==> src/rtl/relay_mode_ctrl.sv <==
// Relay front-end mode sequencer: picks mod_type per cycle from the
// decoded bit stream, the early-activity line and the relay role.
module relay_mode_ctrl #(
   parameter logic [3:0]  SOF_READER   = 4'hc,
   parameter logic [3:0]  SOF_TAG      = 4'hf,
   parameter int unsigned IDLE_BITS    = 16,
   parameter int unsigned EOF_ZEROS    = 16,
   parameter int unsigned GUARD_BITS   = 8,
   parameter int unsigned TIMEOUT_BITS = 4095
) (
   input  logic       clk,
   input  logic       reset,
   input  logic       bit_tick,
   input  logic [2:0] role,
   input  logic       carrier_warn,
   input  logic       bit_in,
   output logic [2:0] mod_type,
   output logic       frame_active,
   output logic [7:0] bit_count,
   output logic       frame_done,
   output logic       timeout_err
);

   typedef enum logic [2:0] {
      S_IDLE,
      S_ARMED,
      S_PREWARN,
      S_MOD,
      S_GUARD
   } state_t;

   localparam logic [19:0] SOF_MASK =
      20'((64'd1 << (IDLE_BITS + 4)) - 64'd1);
   localparam logic [19:0] EOF_MASK =
      20'((64'd1 << EOF_ZEROS) - 64'd1);
   localparam logic [11:0] TMO_MAX = 12'(TIMEOUT_BITS);
   localparam logic [7:0]  GRD_MAX = 8'(GUARD_BITS);

   state_t      state_q, state_d;
   logic [2:0]  role_q;
   logic [19:0] sh_q, sh_d;
   logic [7:0]  bc_q, bc_d;
   logic [11:0] tmo_q, tmo_d;
   logic [7:0]  grd_q, grd_d;
   logic [2:0]  mod_q, mod_d;
   logic        act_q, act_d;
   logic        done_q, done_d;
   logic        terr_q, terr_d;

   logic        is_tag, role_ok, role_chg;
   logic [2:0]  listen_code, mod_code;
   logic [3:0]  sof_nib;
   logic [19:0] sh_n;
   logic        sof_hit, eof_hit;
   logic [11:0] tmo_inc;
   logic [7:0]  bc_inc, grd_inc;

   // Role decode, shift-register look-ahead and pattern matches
   always_comb begin
      is_tag      = (role == 3'b110);
      role_ok     = (role == 3'b101) || is_tag;
      role_chg    = (role != role_q) || !role_ok;
      listen_code = is_tag ? 3'b001 : 3'b011;
      mod_code    = is_tag ? 3'b010 : 3'b100;
      sof_nib     = is_tag ? SOF_TAG : SOF_READER;
      sh_n        = {sh_q[18:0], bit_in};
      sof_hit     = bit_tick &&
                    ((sh_n & SOF_MASK) == {16'h0, sof_nib});
      eof_hit     = bit_tick && ((sh_n & EOF_MASK) == 20'h0) &&
                    (bc_q[1:0] == 2'b11);
      tmo_inc     = (tmo_q == TMO_MAX) ? tmo_q : tmo_q + 12'd1;
      bc_inc      = (bc_q == 8'hff) ? bc_q : bc_q + 8'd1;
      grd_inc     = grd_q + 8'd1;
   end

   // Next state, counters and registered outputs
   always_comb begin
      state_d = state_q;
      sh_d    = bit_tick ? sh_n : sh_q;
      bc_d    = bc_q;
      tmo_d   = tmo_q;
      grd_d   = grd_q;
      terr_d  = terr_q;
      done_d  = 1'b0;
      mod_d   = 3'b000;
      act_d   = 1'b0;
      if (role_chg) begin
         state_d = S_IDLE;
         sh_d    = 20'h0;
         bc_d    = 8'h0;
         tmo_d   = 12'h0;
         grd_d   = 8'h0;
         terr_d  = 1'b0;
      end else begin
         unique case (state_q)
            S_IDLE: state_d = S_ARMED;
            S_ARMED: begin
               if (sof_hit) begin
                  state_d = S_MOD;
                  bc_d    = 8'h0;
                  tmo_d   = 12'h0;
               end else if (carrier_warn) begin
                  state_d = S_PREWARN;
                  tmo_d   = 12'h0;
               end
            end
            S_PREWARN: begin
               if (sof_hit) begin
                  state_d = S_MOD;
                  bc_d    = 8'h0;
                  tmo_d   = 12'h0;
               end else if (bit_tick) begin
                  tmo_d = tmo_inc;
                  if (tmo_inc == TMO_MAX) begin
                     terr_d  = 1'b1;
                     state_d = S_ARMED;
                  end
               end
            end
            S_MOD: begin
               if (bit_tick) begin
                  bc_d  = bc_inc;
                  tmo_d = tmo_inc;
                  if (eof_hit) begin
                     done_d  = 1'b1;
                     state_d = S_GUARD;
                     grd_d   = 8'h0;
                  end else if (tmo_inc == TMO_MAX) begin
                     terr_d  = 1'b1;
                     state_d = S_GUARD;
                     grd_d   = 8'h0;
                  end
               end
            end
            S_GUARD: begin
               if (bit_tick) begin
                  if (grd_inc >= GRD_MAX) begin
                     sh_d    = 20'h0;
                     state_d = S_ARMED;
                  end else begin
                     grd_d = grd_inc;
                  end
               end
            end
            default: state_d = S_IDLE;
         endcase
      end
      unique case (state_d)
         S_ARMED: mod_d = listen_code;
         S_MOD:   mod_d = mod_code;
         S_GUARD: mod_d = listen_code;
         default: mod_d = 3'b000;
      endcase
      act_d = (state_d == S_MOD);
   end

   // State and output registers
   always_ff @(posedge clk or negedge reset) begin
      if (!reset) begin
         state_q <= S_IDLE;
         role_q  <= 3'b000;
         sh_q    <= 20'h0;
         bc_q    <= 8'h0;
         tmo_q   <= 12'h0;
         grd_q   <= 8'h0;
         mod_q   <= 3'b000;
         act_q   <= 1'b0;
         done_q  <= 1'b0;
         terr_q  <= 1'b0;
      end else begin
         state_q <= state_d;
         role_q  <= role;
         sh_q    <= sh_d;
         bc_q    <= bc_d;
         tmo_q   <= tmo_d;
         grd_q   <= grd_d;
         mod_q   <= mod_d;
         act_q   <= act_d;
         done_q  <= done_d;
         terr_q  <= terr_d;
      end
   end

   assign mod_type     = mod_q;
   assign frame_active = act_q;
   assign bit_count    = bc_q;
   assign frame_done   = done_q;
   assign timeout_err  = terr_q;

endmodule
==> config.mk <==
export PLATFORM = sky130hd
export DESIGN_NAME = relay_mode_ctrl
export DESIGN_NICKNAME = d
export VERILOG_FILES = /design/src/rtl/relay_mode_ctrl.sv
export SDC_FILE = /design/constraint.sdc
export NUM_CORES = 1
export LEC_CHECK = 0
export ABC_AREA = 1
export BUFFER_PORTS_ARGS = -buffer_cell sky130_fd_sc_hd__buf_2
export CAP_MARGIN = 20
export CORE_AREA = 2 2 128 68
export DETAILED_ROUTE_END_ITERATION = 8
export DIE_AREA = 0 0 130 70
export SYNTH_ARGS = -nofsm -noshare
export SYNTH_HDL_FRONTEND = slang
export SYNTH_SLANG_ARGS = --single-unit
export TNS_END_PERCENT = 20
==> constraint.sdc <==
create_clock -name clk -period 2 [get_ports clk]
set_input_delay 0 -clock clk [delete_from_list [all_inputs] [get_ports clk]]
set_output_delay 0 -clock clk [all_outputs]
set_load 0.005 [all_outputs]
# Yosys cells after proc, flatten, opt, wreduce, memory -nomap -nowiden
# Cells that the tools add are included.
[classes] n_eq_ne=25 bitwise_logic=0 order_cmp=1 div=0 muxes=51 n_addsub=3 n_shift=0 n_reduce_logical=18 mul=0
[op_table] cell="2-to-1 mux 20 bit" n=5
[op_table] cell="2-to-1 mux 8 bit" n=10
[op_table] cell="2-to-1 mux 12 bit" n=6
[op_table] cell="2-to-1 mux 3 bit" n=12
[op_table] cell="one-hot mux 12 bit (3 select lines)" n=1
[op_table] cell="one-hot mux 8 bit (2 select lines)" n=2
[op_table] cell="equality test 12 bit, second input constant" n=2
[op_table] cell="!= test 3 bit, second input constant" n=7
[op_table] cell="equality test 20 x 4 -> 1 bit" n=1
[op_table] cell="zero test 20 bit" n=1
[op_table] cell="adder 8 x 1 -> 8 bit, second input constant" n=2
[op_table] cell="one-hot mux 3 bit (5 select lines)" n=1
[op_table] cell="adder 12 x 1 -> 12 bit, second input constant" n=1
[op_table] cell="equality test 3 bit, second input constant" n=4
[op_table] cell="2-to-1 mux 1 bit" n=10
[op_table] cell="AND reduction 5 bit" n=2
[op_table] cell="equality test 3 x 2 -> 1 bit, second input constant" n=3
[op_table] cell="nonzero test 3 bit" n=3
[op_table] cell="equality test 8 bit, second input constant" n=1
[op_table] cell=">= comparator 8 x 4 -> 1 bit, second input constant" n=1
[op_table] cell="!= test 4 bit, second input constant" n=2
[op_table] cell="equality test 3 x 1 -> 1 bit, second input constant" n=2
[op_table] cell="one-hot mux 3 bit (2 select lines)" n=1
[op_table] cell="2-to-1 mux 2 bit" n=2
[op_table] cell="12 further kinds" n=16
[totals] mem_count=0 register_bits=60 romBits=0 out_inout_bits=14 word_cells=108 in_bits=8 ramBits=0 latch_bits=0

# Longest topological paths before layout
# Gate-level depths: netlist of the first run.
[logic_depth] ltp_word=11 depth_mapped=18 mapped_depth_nobuf=18

# Worst setup path after synthesis of the first run
# Ideal clock, no wire load.
[synth_timing] path_type="reg2reg" from="register tmo_q[1]" to="register mod_q[1], in the netlist mod_type[1]" path_buffers=0 setup_ns=0.117 setup_slack_ns=0.035 t_arrival_ns=1.848 t_required_ns=1.883 path_stages_with_launch=19 synth_period_minus_slack_ns=1.965 cell_sequence="dfrtp_1 ha_1 nand2_2 nor2_8 nand2_2 nor2_2 nand2_1 nand2_1 nand2_1 nor2_2 nand3_2 nand2_2 nand2_2 nor2_1 nand2_1 nand2_2 nand2_1 nand3_1 nand2_1"
[synth_between] elab_chain_cells=11 word_cells_on_any_way=17 cone_classes="1 x add/sub; 5 x eq/ne; 10 x mux; 1 x reduce/logical"
[synth_rtl] element="start, declared" line_no="43" text="logic [11:0] tmo_q, tmo_d;"
[synth_rtl] element="start signal, assigned" line_no="175" text="tmo_q <= tmo_d;"
[synth_rtl] element="adder 12 x 1 -> 12 bit / equality test 12 bit (equally long branches)" line_no="71" text="tmo_inc = (tmo_q == TMO_MAX) ? tmo_q : tmo_q + 12'd1;"
[synth_rtl] element="2-to-1 mux 12 bit *" line_no="71"
[synth_rtl] element="equality test 12 bit *" line_no="114, 128"
[synth_rtl] element="2-to-1 mux 3 bit, on equally long branches" line_no="128, 114"
[synth_rtl] element="2-to-1 mux 3 bit, on equally long branches" line_no="124, 112"
[synth_rtl] element="2-to-1 mux 3 bit, on equally long branches" line_no="121, 108"
[synth_rtl] element="one-hot mux 3 bit (5 select lines) *" line_no="95" text="unique case (state_q)"
[synth_rtl] element="2-to-1 mux 3 bit *" line_no="87" text="if (role_chg) begin"
[synth_rtl] element="equality test 3 bit / equality test 3 x 1 -> 1 bit (equally long branches)" line_no="148" text="unique case (state_d)"
[synth_rtl] element="OR reduction 2 bit (no source line)"
[synth_rtl] element="one-hot mux 3 bit (2 select lines) *" line_no="148"
[synth_rtl] element="via mod_d[1]" line_no="45" text="logic [2:0] mod_q, mod_d;"
[synth_rtl] element="end signal, assigned" line_no="177" text="mod_q <= mod_d;"
[synth_rtl] element="end, declared" line_no="45"
# The timed path passes the listed nets; every way through them passes the cells marked *.
# A chain may end at the register's enable or synchronous reset.

# Worst setup path after layout of the first run
[layout_timing] from="register tmo_q[1]" to="register grd_q[2]"
[layout_between] elab_chain_cells=5 word_cells_on_any_way=6 cone_classes="1 x add/sub; 3 x eq/ne; 1 x mux; 1 x reduce/logical"
[layout_rtl] element="adder 12 x 1 -> 12 bit / equality test 12 bit (equally long branches)" line_no="71"
[layout_rtl] element="2-to-1 mux 12 bit *" line_no="71"
[layout_rtl] element="equality test 12 bit *" line_no="128" text="end else if (tmo_inc == TMO_MAX) begin"
[layout_rtl] element="!= test 4 bit (no source line) *"
[layout_rtl] element="AND reduction 5 bit (no source line) *"
[layout_rtl] element="end signal, assigned" line_no="176" text="grd_q <= grd_d;"
[layout_rtl] element="end, declared" line_no="44" text="logic [7:0] grd_q, grd_d;"
# Mark *: on every way between the ends. The rest lies on a longest branch, timed or not.

==> impl_metrics.ini, run 1 <==
[timing]
final.setup.tns_ns = -2.94
setup_viol = 17
worst-slew-pin-transition_ns = 0.769
slew_violations = 0
rsz0062_at_grt = yes
postLayoutSetupSlackWorst_ns = -0.273
post-route-period-util_pct = 114
fmax_ghz = 0.440
slew_headroom_pct = 48.7
skew_ns = 0.00619
min_period_ns = 2.27
hold_violations = 0

[critical_path]
critical-path-max-stage-delay_ns = 0.40
cp-start-kind = flop
path_buf_inv = 0
critPathMaxFanout = 8
critPathKind = flop to flop
crit_chain = ha_4 > nand2_4 > nor2_8 > nand4_1 > nand2_1 > nand3_2 > nor2_4 > nand3_2 > nand2_4 > nand3_4 > nor3_4 > nand2_1 > o21ai_2
critPathSlowestCell = dfrtp_1
path_delay_family = simple AND/OR/NAND/NOR gates
cp.arrival_ns = 2.53
required_ns = 2.25
crit_path_end_kind = flop

[synth]
netlist_area_um2 = 3500
synth_fa_ha_area_share_pct = 1.07
synth_cells = 482
synthMuxAreaShare_pct = 0
synth_top_family_by_area = simple AND/OR/NAND/NOR gates
synth-compound-area-share_pct = 12.3
ys_ff_latch = 59
synth_xor_area_share_pct = 2.25
yosys.area_share.simple_pct = 30.7
syn_avg_cell_area_um2 = 7.27
ys_types = 38
yosysWarnings = 0
synth_seq_area_share_pct = 42.1
syn_nets = 493

[floorplan]
dieArea_um2 = 9100
start_util_pct = 42.7
ios = 22
die_h_um = 70
fp.coreArea_um2 = 8200
rows = 24
die_w_um = 130

[clock_network]
insertion_delay_ns = 0.33
clk_path_buf_depth = 2
cts_root_buffer = clkbuf_16
clkTransAtPathRegs_ns = 0.05
numClockSinks = 59
htree_levels = 3
cts_tree = done
cts_buffers = 9

[power_and_ir_drop]
p_sw_uw = 615
p_clk_share_pct = 53.8
p_leak_uw = 0.00243
power_frac_comb_pct = 3.8
power_frac_seq_pct = 42.4
vdd_drop_max_uv = 403
p_int_uw = 2230
swShare_pct = 21.6
pwr_density_cell_nw_per_um2 = 594

[routing]
top_layer = met4
drcViolationCount = 0
wl_per_cell_um = 13.7
drt_wl_total_mm = 9.59
m1WireLength_mm = 5.21
antenna_left = 0
wl_met3_um = 531
via_per_inst = 4.85
drtIter0Drc = 204
met2WireLength_mm = 3.77
first_pass_iters = 5
route.vias.total = 3397

[global_route]
grt_usage_pct = 22.4
grt_pass1_wl_mm = 15.5
grt_max_degree = 60
grt_pass1_vias = 3049
antenna_found_initial = 0
overflow = 0

[layout]
design_area_um2 = 4790
final_util_pct = 58.4
diodes = 0
drive_gt1_share_pct = 29.3
syn_to_final_growth_pct = 36.6
final_nets = 590

[min_path]
min_path_type = input port to flop

[place]
placed_area_um2 = 4190
dp_hpwl_mm = 6.78
port_buffers = 21
gp_congestion = 1.01

[run_status]
outcome = complete, but fails checks
violations = negative setup slack

[run]
drv_cap = 0
## worst min-delay path: stages
cell,delay [ns]
buf_2,0.12
nand2_1,0.05
o21ai_0,0.06
nand2_1,0.05
inv_1,0.04
## power by group through the flow
| stage | registers (µW) | logic [µW] | clock network (µW) |
|---|---|---|---|
| 2_1_floorplan | 1220 | 41.0 | 0 |
| 3_3_place_gp | 1220 | 100 | 0 |
| 3_5_place_dp | 1220 | 101 | 0 |
| 4_1_cts | 1200 | 108 | 1560 |
| 5_1_grt | 1200 | 123 | 1610 |
| 6_report | 1200 | 109 | 1530 |
## per-layer routing
metal,up-vias,track usage (%)
li1,1727,-
met1,1571,36.1
met2,87,29.1
met3,12,5.82
met4,0,5.14
met5,-,0
## layout by cell type (no fill, tap or decap), types with 10 or more instances in the layout
cell | synthesis | routed
inv_2 | 7 | 10
inv_1 | 87 | 84
dfrtp_1 | 59 | 59
nand2_1 | 122 | 115
nand3_1 | 26 | 21
buf_4 | 1 | 65
o21ai_0 | 20 | 19
buf_2 | 6 | 21
nand2_2 | 9 | 13
nor2_1 | 43 | 38
o22ai_1 | 18 | 18
## cells by family (layout without fill, tap and decap cells)
kind of cell / Yosys count / after routing
flip-flops: 59 / 59
AND/OR/NAND/NOR: 234 / 235
AO/OA/AOI/OAI: 72 / 72
buffers and inverters: 105 / 206
XOR/XNOR: 9 / 9
adder cells (fa/ha/maj): 3 / 3
## metrics by stage
step	instances	setup slack, ns	total power, µW	hold slack [ns]
after floorplan	482	0.0349	1270	-0.296
after global placement	672	-0.151	1320	0.142
after detailed placement	672	-0.162	1330	0.150
after CTS	696	-0.145	2870	0.0227
after global routing	701	-0.359	2940	0.0877
final	701	-0.273	2840	0.0344
## state kept, by name, summed over array words and instances (netlist names)
name,cells
bit_count,8
frame_active,1
frame_done,1
grd_q,8
mod_type,3
role_q,3
sh_q,19
state_q,3
timeout_err,1
tmo_q,12
## repair_timing
action                                  4_1_cts  5_1_grt
gates cloned                                  1        0
resized for setup                            10       37
endpoints found under the hold margin        63        0
pin swaps                                     1       19
endpoints found under the setup margin       16       55
hold buffers                                  4        0
setup buffers                                 3        5
## synth_stat cells
library cell | n | share of area (%)
nor2_1 | 43 | 4.6
xor2_1 | 8 | 2.0
ha_1 | 3 | 1.1
nand3b_1 | 1 | 0.21
o211ai_1 | 3 | 0.64
buf_4 | 1 | 0.21
nor2_8 | 1 | 0.57
buf_2 | 6 | 0.86
a21oi_1 | 9 | 1.3
or2_2 | 1 | 0.18
nor2_4 | 2 | 0.64
o21ai_2 | 2 | 0.50
nor3_1 | 4 | 0.57
o21a_1 | 2 | 0.43
nand2_1 | 122 | 13
o21ai_0 | 20 | 2.9
inv_1 | 87 | 9.3
nand3_1 | 26 | 3.7
clkbuf_1 | 3 | 0.32
nand2_2 | 9 | 1.6
nand3_4 | 1 | 0.50
o21bai_1 | 1 | 0.21
a22oi_1 | 4 | 0.86
inv_2 | 7 | 0.75
xnor2_1 | 1 | 0.25
buf_1 | 1 | 0.11
o21ai_1 | 9 | 1.3
o22ai_1 | 18 | 3.2
nor4_1 | 3 | 0.54
a21oi_2 | 2 | 0.50
nand3_2 | 3 | 0.86
nor2_2 | 6 | 1.1
and3_1 | 1 | 0.18
nor3b_1 | 3 | 0.64
o32ai_1 | 2 | 0.50
dfrtp_1 | 59 | 42
nand4_1 | 7 | 1.2
nor3_4 | 1 | 0.46
## final timing paths
path / cells after the start / slack (ns) / endpoint / startpoint
max: 13 / -0.27 / grd_q[2] / tmo_q[1]
min: 5 / 0.03 / sh_q[0] / bit_in
max reg2reg: 13 / -0.27 / grd_q[2] / tmo_q[1]
min reg2reg: 2 / 0.50 / timeout_err / timeout_err
max in group asynchronous: 3 / 1.12 / bit_count[2] / reset
min in group asynchronous: 3 / 0.35 / sh_q[12] / reset
## final cells by class
cell class              instances  area (µm²)
clock inverters                 5        52.6
repair buffers                 96         709
well taps                     117         146
multi-input cells             319        1810
inverters                      94         353
clock buffers                  11         243
fillers                       751        3410
flip-flops and latches         59        1480
No activity file was read; power rests on OpenSTA's default activity.
==> run 2, diff against run 1 <==
Settings changed: CORE_AREA 2 2 128 68 to 2 2 117 74, DIE_AREA 0 0 130 70 to 0 0 119 76, MAX_ROUTING_LAYER set to met4.
==> impl_metrics.ini, run 2 (synthesis gave the netlist of run 1 again) <==
[floorplan]
dieArea_um2 = 9040
fp.coreArea_um2 = 8100
start_util_pct = 43.2
die_w_um = 119
rows = 26
die_h_um = 76
ios = 22

[min_path]
holdPathEnd = grd_q[1]
holdPathStages = 5
min_path_type = input port to flop
min-delay-start = bit_tick

[timing]
setup_viol = 14
hold_violations = 0
holdWs_ns = 0.149
worst-slew-pin-transition_ns = 0.367
min_period_ns = 2.10
skew_ns = 0.00628
post-route-period-util_pct = 105
postLayoutSetupSlackWorst_ns = -0.104
rsz0062_at_grt = yes
slew_violations = 0
slew_headroom_pct = 75.5
fmax_ghz = 0.475

[power_and_ir_drop]
p_int_uw = 2140
swShare_pct = 21.7
power_uw = 2730
p_sw_uw = 593
power_frac_seq_pct = 44.1
power_frac_comb_pct = 4.0
pwr_density_cell_nw_per_um2 = 594
p_leak_uw = 0.00237
p_clk_share_pct = 51.9
vdd_drop_max_uv = 424

[clock_network]
clk_path_buf_depth = 2
insertion_delay_ns = 0.33
htree_levels = 3
cts_buffers = 9
clkTransAtPathRegs_ns = 0.05
cts_root_buffer = clkbuf_16
numClockSinks = 59
cts_tree = done

[layout]
final_common_cell = nand2_1
mostFrequentLayoutCells = 120 x nand2_1, 87 x inv_1, 59 x dfrtp_1
fillCellCount = 742
seqCellArea_um2 = 1480
largest_register_ff_count = 19
top_register = sh_q
design_area_um2 = 4600
syn_to_final_growth_pct = 31.3
diodes = 0
multi_input_area_um2 = 1730
drive_gt1_share_pct = 25.3
final_nets = 578
largestRegisters = sh_q (19), tmo_q (12)

[critical_path]
r2r_slack_ns = -0.10
required_ns = 2.22
rr_worst_depth = 18
reg2reg_to = mod_type[1]
critPathMaxFanout = 8
critPathKind = flop to flop
timing.rr.start = tmo_q[0]
cp.arrival_ns = 2.32
crit_path_end_kind = flop
cp-start-kind = flop

[place]
placed_area_um2 = 4130
port_buffers = 21
dp_hpwl_mm = 6.38
gp_congestion = 0.945

[global_route]
grt_usage_pct = 22.2
grt_max_degree = 60
grt_pass1_wl_mm = 15.3
overflow = 0
antenna_found_initial = 0
grt_pass1_vias = 3170

[run_status]
outcome = complete, but fails checks
violations = negative setup slack

[routing]
drcViolationCount = 0
drtIter0Drc = 296
antenna_left = 0
wl_per_cell_um = 13.3
first_pass_iters = 5
via_per_inst = 4.86
route.vias.total = 3324
drt_wl_total_mm = 9.10

[run]
drv_cap = 0
run 2: what timing repair did:
action / CTS / global route
hold buffers: 5 / 0
gates resized for setup: 5 / 21
setup buffers: 2 / 1
cloned: 1 / 0
endpoints found under the hold margin: 64 / 0
endpoints found under the setup margin: 15 / 55
pin swaps: 1 / 5
run 2: final cells by class:
cell class | count | share of cell area (%)
Inverter | 94 | 7.67
Tap cell | 112 | 3.05
Sequential cell | 59 | 32.1
Clock inverter | 2 | 0.218
Multi-Input combinational cell | 319 | 37.5
Timing Repair Buffer | 84 | 13.7
Clock buffer | 14 | 5.74
run 2: critical path, stage by stage, from the launching register on:
cell     delay (ns)
dfrtp_1        0.40
ha_4           0.17
nand2_4        0.08
nor2_8         0.17
nand2_2        0.08
nor2_2         0.09
nand2_1        0.05
nand2_1        0.07
nand2_1        0.07
nor2_2         0.13
nand3_2        0.12
nand2_2        0.10
nand2_2        0.07
nor2_2         0.08
nand2_1        0.06
nand2_2        0.09
nand2_1        0.06
nand3_1        0.06
nand2_1        0.05
run 2: worst max-delay path by stage:
| stage | startpoint | slack [ns] | end | depth (start not counted) |
|---|---|---|---|---|
| final | tmo_q[0] | -0.10 | mod_type[1] | 18 |
| after global routing | tmo_q[0] | -0.31 | grd_q[2] | 15 |
| after CTS | tmo_q[0] | -0.09 | mod_type[2] | 18 |
| after detailed placement | tmo_q[0] | -0.11 | mod_type[2] | 16 |
| after global placement | tmo_q[0] | -0.05 | timeout_err | 12 |
| after floorplan | tmo_q[1] | 0.03 | mod_type[1] | 18 |
run 2: power groups by stage:
stage | sequential [µW] | clock, µW | combinational [µW]
after global placement | 1220 | 0 | 102
after detailed placement | 1220 | 0 | 102
after CTS | 1200 | 1460 | 111
after global routing | 1200 | 1510 | 124
after floorplan | 1220 | 0 | 41.0
final | 1200 | 1420 | 109
run 2: metrics by stage:
step | TNS, ns | worst slack, ns | utilization (%) | std cells
4_1_cts | -0.524 | -0.0882 | 55.7 | 683
2_1_floorplan | 0 | 0.0349 | - | 482
3_3_place_gp | -0.195 | -0.0520 | 51.0 | 659
5_1_grt | -4.64 | -0.309 | 56.8 | 684
3_5_place_dp | -0.763 | -0.106 | 51.0 | 659
6_report | -0.843 | -0.104 | 56.8 | 684
run 2: metal layers:
| metal | share of wire, % | track usage [%] |
|---|---|---|
| met2 | 41 | 30.0 |
| met4 | 1.2 | 6.07 |
| met5 | 0 | - |
| met1 | 51 | 32.5 |
| met3 | 7.0 | 6.14 |
==> run 3, diff against run 2 <==
Settings changed: BUFFER_PORTS_ARGS -buffer_cell sky130_fd_sc_hd__buf_2 to unset, DONT_BUFFER_PORTS set to 1.
==> impl_metrics.ini, run 3 (synthesis gave the netlist of run 1 again) <==
[timing]
fmax_ghz = 0.457
post-route-period-util_pct = 109
rsz0062_at_grt = yes
slew_headroom_pct = 77.4
holdWs_ns = -0.00862
hold_violations = 1
min_period_ns = 2.19
postLayoutSetupSlackWorst_ns = -0.186
skew_ns = 0.00589
worst-slew-pin-transition_ns = 0.336
setup_viol = 13
slew_violations = 0

[global_route]
grt_pass1_vias = 3184
overflow = 0
grt_max_degree = 60
antenna_found_initial = 0
grt_usage_pct = 23.0
grt_pass1_wl_mm = 15.9

[critical_path]
critical-path-max-stage-delay_ns = 0.39
critPathMaxFanout = 3
path_delay_family = simple AND/OR/NAND/NOR gates
path_buf_inv = 0
cp.arrival_ns = 2.46
r2r_slack_ns = -0.19
cp_common_cell = o21ai_2
critPathSlowestCell = dfrtp_1
required_ns = 2.27
cp-start-kind = flop
crit_chain = ha_2 > nand2_2 > nor2_2 > xor2_1 > o21ai_1 > nor2_1 > nand3_2 > o21ai_2 > nand3_4 > nor3_4 > nand2_1 > o21ai_2
critPathKind = flop to flop
rr_worst_depth = 12
crit_path_end_kind = flop
reg2reg_to = grd_q[2]
timing.rr.start = grd_q[0]

[routing]
drtIter0Drc = 265
via_per_inst = 4.92
first_pass_iters = 5
drt_wl_total_mm = 9.55
antenna_left = 0
drcViolationCount = 0
route.vias.total = 3317
wl_per_cell_um = 14.2

[layout]
largestRegisters = sh_q (19), tmo_q (12)
top_register = sh_q
drive_gt1_share_pct = 27.9
diodes = 0
mostFrequentLayoutCells = 115 x nand2_1, 82 x inv_1, 61 x buf_4
syn_to_final_growth_pct = 35.9
fillCellCount = 720
largest_register_ff_count = 19
final_nets = 568
final_util_pct = 58.8
final_common_cell = nand2_1

[clock_network]
numClockSinks = 59
htree_levels = 3
cts_tree = done
clkTransAtPathRegs_ns = 0.05
cts_buffers = 9
insertion_delay_ns = 0.34
cts_root_buffer = clkbuf_16
clk_path_buf_depth = 2

[floorplan]
rows = 26
fp.coreArea_um2 = 8100
die_h_um = 76
start_util_pct = 43.2
ios = 22
dieArea_um2 = 9040
die_w_um = 119

[run_status]
outcome = complete, but fails checks
violations = negative hold slack, negative setup slack

[place]
gp_congestion = 1.03
port_buffers = 0
dp_hpwl_mm = 6.64

[power_and_ir_drop]
p_leak_uw = 0.00233
power_uw = 2960
vdd_drop_max_uv = 507
pwr_density_cell_nw_per_um2 = 622

[min_path]
holdPathStages = 5
min_path_type = input port to flop
min-delay-start = bit_tick
holdPathEnd = mod_type[0]

[run]
drv_cap = 0
[run 3: how the worst max path moves through the flow]
stage                   from          end  depth (start not counted)
floorplan           tmo_q[1]  mod_type[1]                         18
global placement    tmo_q[3]  timeout_err                         11
detailed placement  tmo_q[1]  mod_type[1]                         16
CTS                 tmo_q[1]  mod_type[1]                         16
global route        grd_q[0]     grd_q[2]                         12
finish              grd_q[0]     grd_q[2]                         12
[run 3: repair_timing]
action                                 in CTS  in global routing
endpoints found under the hold margin      68                  0
resized for setup                           8                 49
setup endpoints to repair                  24                 55
cloned                                      1                  0
buffers inserted                            2                  6
pin swaps                                   0                 27
hold buffers                                7                  0
[run 3: layout make-up]
cell class                 instances  area, µm²  area share (%)
clock buffer                       9        225            4.73
clock inverter                     7       92.6            1.95
inverter                          94        359            7.54
multi-input combinational        319       1830            38.5
sequential                        59       1480            31.1
tap                              112        140            2.94
timing repair buffer              74        631            13.2
[run 3: stage by stage]
| step | instances | instance area (µm²) | setup TNS (ns) | worst slack, ns |
|---|---|---|---|---|
| after global routing | 674 | 4760 | -5.02 | -0.339 |
| after CTS | 669 | 4530 | -0.578 | -0.0972 |
| after floorplan | 482 | 3500 | 0 | 0.0349 |
| final | 674 | 4760 | -1.60 | -0.186 |
| after global placement | 643 | 4070 | -0.540 | -0.0897 |
| after detailed placement | 643 | 4070 | -1.07 | -0.130 |
[run 3: report_power, final]
part | switching [µW] | internal (µW) | leakage, µW
clock network | 567 | 1080 | 0.000147
registers | 3.64 | 1200 | 0.000814
logic | 68.9 | 38.4 | 0.00137
total | 639 | 2320 | 0.00233
[run 3: metal layers]
layer	GRT usage, %	wire length [µm]	vias up
li1	-	-	1683
met1	33.7	4750	1509
met2	29.8	3980	109
met3	7.19	673	16
met4	7.14	148	0
met5	-	0	-
[run 3: worst min-delay path, stage by stage]
cell and delay, ns:
a21oi_1 0.05, inv_1 0.05, nand2_1 0.05, nand2_2 0.09
a21oi_2 0.06
